<file path="src/rtl/mem_arbiter.sv">
// mem_arbiter: grants the single-port RAM to two dcaches and two icaches, one at a time.
// Dcaches outrank icaches, each class is round-robin, and a dcache keeps its grant for one block.
module mem_arbiter #(
   parameter int         BLK_WORDS  = 2,
   parameter logic [1:0] RAM_FREE   = 2'd0,
   parameter logic [1:0] RAM_BUSY   = 2'd1,
   parameter logic [1:0] RAM_ACCESS = 2'd2,
   parameter logic [1:0] RAM_ERROR  = 2'd3
) (
   input  logic             CLK,
   input  logic             nRST,
   input  logic [1:0]       iREN,
   input  logic [1:0][31:0] iaddr,
   output logic [1:0]       iwait,
   output logic [1:0][31:0] iload,
   input  logic [1:0]       dREN,
   input  logic [1:0]       dWEN,
   input  logic [1:0][31:0] daddr,
   input  logic [1:0][31:0] dstore,
   output logic [1:0]       dwait,
   output logic [1:0][31:0] dload,
   output logic             ramREN,
   output logic             ramWEN,
   output logic [31:0]      ramaddr,
   output logic [31:0]      ramstore,
   input  logic [31:0]      ramload,
   input  logic [1:0]       ramstate
);

   localparam int BEATS_W = (BLK_WORDS > 1) ? $clog2(BLK_WORDS) : 1;

   localparam logic [0:0] IDLE  = 1'b0;
   localparam logic [0:0] GRANT = 1'b1;

   logic [0:0]         state;
   logic [1:0]         owner;   // {class, core}; class 1 is a dcache
   logic               dptr;
   logic               iptr;
   logic [BEATS_W-1:0] beats;
   logic [28:0]        blk;

   logic [1:0]  d_valid;
   logic        sel_valid;
   logic [1:0]  sel_owner;
   logic [31:0] sel_addr;

   logic        own_dc;
   logic        own_core;
   logic        own_valid;
   logic [31:0] own_addr;
   logic        own_ren;
   logic        own_wen;

   logic        drive;
   logic        ram_done;
   logic        done;
   logic        more_beats;

   assign d_valid = dREN | dWEN;

   // IDLE arbitration: the pointer names the preferred core, the other core wins if it is quiet.
   always_comb begin
      // NOTE: every signal written here gets a default first, so no path can infer a latch.
      sel_valid = 1'b0;
      sel_owner = 2'b00;
      if (|d_valid) begin
         sel_valid = 1'b1;
         sel_owner = {1'b1, (d_valid[dptr] ? dptr : ~dptr)};
      end else if (|iREN) begin
         sel_valid = 1'b1;
         sel_owner = {1'b0, (iREN[iptr] ? iptr : ~iptr)};
      end
      sel_addr = sel_owner[1] ? daddr[sel_owner[0]] : iaddr[sel_owner[0]];
   end

   assign own_dc    = owner[1];
   assign own_core  = owner[0];
   assign own_valid = own_dc ? d_valid[own_core] : iREN[own_core];
   assign own_addr  = own_dc ? daddr[own_core] : iaddr[own_core];
   assign own_wen   = own_dc & dWEN[own_core];
   assign own_ren   = own_dc ? (dREN[own_core] & ~dWEN[own_core]) : 1'b1;

   // The owner may only keep driving while it stays inside the block it was granted for.
   assign drive = (state == GRANT) && own_valid &&
                  ((beats == '0) || (own_addr[31:3] == blk));

   always_comb begin
      ram_done = 1'b0;
      case (ramstate)
         RAM_ACCESS:                    ram_done = 1'b1;
         RAM_FREE, RAM_BUSY, RAM_ERROR: ram_done = 1'b0;
         default:                       ram_done = 1'b0;
      endcase
   end

   assign done       = drive & ram_done;
   assign more_beats = own_dc && ((int'(beats) + 1) < BLK_WORDS);

   always_comb begin
      ramREN   = 1'b0;
      ramWEN   = 1'b0;
      ramaddr  = '0;
      ramstore = '0;
      iwait    = 2'b11;
      dwait    = 2'b11;
      iload    = '0;
      dload    = '0;
      if (drive) begin
         ramREN   = own_ren;
         ramWEN   = own_wen;
         ramaddr  = own_addr;
         ramstore = own_dc ? dstore[own_core] : 32'h0;
      end
      if (done) begin
         if (own_dc) begin
            dwait[own_core] = 1'b0;
            if (own_ren)
               dload[own_core] = ramload;
         end else begin
            iwait[own_core] = 1'b0;
            iload[own_core] = ramload;
         end
      end
   end

   // NOTE: all state flops use non-blocking assignments so each samples the pre-edge values.
   always_ff @(posedge CLK, negedge nRST) begin
      if (!nRST) begin
         state <= IDLE;
         owner <= 2'b00;
         dptr  <= 1'b0;
         iptr  <= 1'b0;
         beats <= '0;
         blk   <= '0;
      end else begin
         case (state)
            IDLE: begin
               if (sel_valid) begin
                  state <= GRANT;
                  owner <= sel_owner;
                  beats <= '0;
                  blk   <= sel_addr[31:3];
               end
            end
            GRANT: begin
               // Release (with or without an access) hands the class preference to the other core.
               if (!drive || (done && !more_beats)) begin
                  state <= IDLE;
                  if (own_dc)
                     dptr <= ~own_core;
                  else
                     iptr <= ~own_core;
               end else if (done) begin
                  beats <= beats + 1'b1;
               end
            end
            default: state <= IDLE;
         endcase
      end
   end

endmodule

</file>
<file path="config.mk">
export PLATFORM = sky130hd
export DESIGN_NAME = mem_arbiter
export DESIGN_NICKNAME = d
export VERILOG_FILES = /design/src/rtl/mem_arbiter.sv
export SDC_FILE = /design/constraint.sdc
export NUM_CORES = 1
export LEC_CHECK = 0
export BUFFER_PORTS_ARGS = -buffer_cell sky130_fd_sc_hd__buf_2
export CAP_MARGIN = 10
export CELL_PAD_IN_SITES_DETAIL_PLACEMENT = 0
export CELL_PAD_IN_SITES_GLOBAL_PLACEMENT = 2
export CORE_AREA = 2 2 168 170
export CTS_BUF_LIST = sky130_fd_sc_hd__clkbuf_8
export DETAILED_ROUTE_END_ITERATION = 8
export DIE_AREA = 0 0 170 172
export GPL_TIMING_DRIVEN = 0
export PLACE_DENSITY_LB_ADDON = 0.1
export SYNTH_ARGS = -nofsm -noshare
export SYNTH_HDL_FRONTEND = slang
export SYNTH_SLANG_ARGS = --single-unit
</file>
<file path="constraint.sdc">
create_clock -name CLK -period 5.4 [get_ports CLK]
set_input_delay 0 -clock CLK [delete_from_list [all_inputs] [get_ports CLK]]
set_output_delay 0 -clock CLK [all_outputs]
set_load 0.005 [all_outputs]
</file>
==> impl_metrics.tcl <==
set metrics [dict create \
    status "completed" \
    cp-start-kind "flop" \
    wire_per_inst_microns 20.6 \
    dr.first_iter.drc_count 246 \
    drc 0 \
    worstMarginPinSlew_ns 0.952 \
    seqPwrFrac_pct 15.6 \
    grt_pass1_vias 6230 \
    avgSynthCellArea_sq_um 7.94 \
    ys_seq_area_share_pct 17.3 \
    cts_resized 0 \
    area_growth_pct 53.4 \
    cap_violations 0 \
    finalPower_uw 3060 \
    fin_ws_ns 0.863 \
    p_leak_uw 0.00432 \
    skew_ns 0.00626 \
    yosys_warnings 0 \
    synthDistinctLibCells 34 \
    grt_antenna_before_repair 1 \
    place_congestion 0.755 \
    cts_made_buffers 5 \
    cts.sinks 35 \
    cts_setup_buffers 0 \
    route.antenna.remaining_nets 0 \
    max_freq_mhz 220 \
    pwr-share-comb_pct 77.6 \
    grt_pass1_wl_microns 40200 \
    powerDensity_mw_per_mm2 396 \
    core_area_sq_mm 0.0275 \
    hold_viol 0 \
    die_h_microns 172 \
    synth_fp_nets 870 \
    cp.arrival_ns 4.54 \
    vias_per_cell 4.48 \
    cts_hold_buf 1 \
    switching_share_pct 50.6 \
    vias 6374 \
    synth_ff_type "dfrtp_1" \
    synth-edff-count 0 \
    rows 61 \
    dr.pass1.iters 4 \
    start_util_pct 18.4 \
    hp-class "input pin to flop" \
    die_x_microns 170 \
    setup_tns_ns 0 \
    mostFrequentLayoutCells "447 x buf_2, 122 x and2_1, 65 x nand2_1" \
    grt_max_degree 36 \
    clk_latency_ns 0.30 \
    holdWs_ns 0.118 \
    intPower_uw 1510 \
    async_reset_ff_share_pct 100 \
    placed_cells 1414 \
    final_net_count 1310 \
    clock-root-buffer "clkbuf_8" \
    grt_overflow 0 \
    final.min_clock_period_ns 4.54 \
    setup_violations 0 \
    path_max_fanout 10 \
    pre_cts_slack_ns 0.974 \
    grt_usage_pct 18.6 \
    ys_ff_latch 35 \
    htree_levels 2 \
    clock_path_buffers 2 \
    required_ns 5.40 \
    drive_above_1_share_pct 45.7 \
    pin_count 432 \
    nFillCells 3146 \
    dpl.hpwl_microns 24100 \
    wirelength_microns 29300 \
    rsz0062_at_grt "no" \
    clk_pin_slew_worst_paths_ns 0.08 \
    slew_viol_final 0 \
    peakVddDrop_mv 0.140 \
    cts_tree "built" \
    numPortBuffers 431 \
    crit_type "flop to output port" \
    syn_inst 636 \
    final_common_cell "buf_2" \
    ff_latch_area_sq_um 876 \
    post-route-period-util_pct 84.0 \
    max_slew_margin_pct 36.5 \
    pwr-share-clk_pct 6.9 \
    syn_area_sq_mm 0.00505 \
    die_area_sq_mm 0.0292 \
    cp-end-kind "output port" \
    multiInputGateArea_sq_mm 0.00384 \
    fin_cells 1423 \
    power.net_switching_uw 1550 \
]
kinds of logic (layout without fill, tap and decap cells):
kind of cell	Yosys count	count (layout)	synth area share (%)
simple gates	317	317	33.9
compound gates	106	106	16.0
buf+inv	82	522	6.54
mux	67	67	21.2
flops	35	35	17.3
xor+xnor	29	29	5.03
other cells	0	1	0
critical path: stages, from the launching register on:
cell      delay, ns
dfrtp_1        0.32
buf_2          0.34
clkbuf_1       0.68
mux4_2         0.44
xnor2_1        0.21
nand4_1        0.16
nor3_1         0.08
a31oi_2        0.50
buf_2          0.37
clkbuf_1       0.75
nor2b_1        0.16
buf_2          0.20
flip-flops by register name (all words and copies together), names as in the netlist:
name	flops
iptr	1
beats	1
owner	2
state	1
dptr	1
blk	29
per-layer routing:
layer	vias up	track usage, %	part of all wire [%]
met5	-	0	0
met2	242	34.8	52
met3	23	2.31	4.4
met4	0	3.34	1.2
li1	3108	-	-
met1	3001	23.1	43
power by group through the flow:
stage / registers [uW] / clock network, uW / logic (uW)
after floorplan: 466 / 0 / 1480
after global placement: 480 / 0 / 2440
after detailed placement: 484 / 0 / 2430
after CTS: 478 / 218 / 2440
after global routing: 493 / 227 / 2610
final: 478 / 210 / 2380
synthesized netlist by cell type (3+ instances only):
library cell	instances	area share, %
a211oi_1	30	4.5
a21o_1	31	4.6
a21oi_1	5	0.50
a311oi_1	29	5.0
and2_1	122	15
and3_1	32	4.0
buf_1	4	0.30
buf_2	15	1.5
clkbuf_1	41	3.0
dfrtp_1	35	17
inv_1	20	1.5
mux2i_1	35	6.9
mux4_2	32	14
nand2_1	65	4.8
nand2b_1	3	0.37
nand4_1	6	0.74
nor2_1	57	4.2
nor2b_1	22	2.7
o21ai_0	8	0.79
xnor2_1	26	4.5
xor2_1	3	0.52
worst paths after layout:
kind	start	endpoint	slack (ns)	cells after the start
max	owner[1]	ramaddr[16]	0.86	11
min	iaddr[4]	blk[1]	0.12	4
max reg2reg	owner[1]	state	1.61	10
min reg2reg	blk[6]	blk[6]	0.50	1
max in group asynchronous	nRST	state	4.48	2
min in group asynchronous	nRST	blk[4]	0.37	2
final cells by class:
class,count,share of cell area [%]
Clock inverter,1,0.0646
Multi-Input combinational cell,519,49.6
Inverter,21,1.02
Antenna cell,1,0.0323
Buffer,61,3.25
Timing Repair Buffer,433,28.0
Tap cell,346,5.59
Clock buffer,6,1.07
Sequential cell,35,11.3
per-stage QoR:
| stage | utilization, % | area (sq um) |
|---|---|---|
| after detailed placement | 27.8 | 7650 |
| final | 28.2 | 7750 |
| after global placement | 27.8 | 7640 |
| after global routing | 28.2 | 7750 |
| after floorplan | - | 5050 |
| after CTS | 28.2 | 7740 |
No activity file was read; power rests on OpenSTA's default activity.
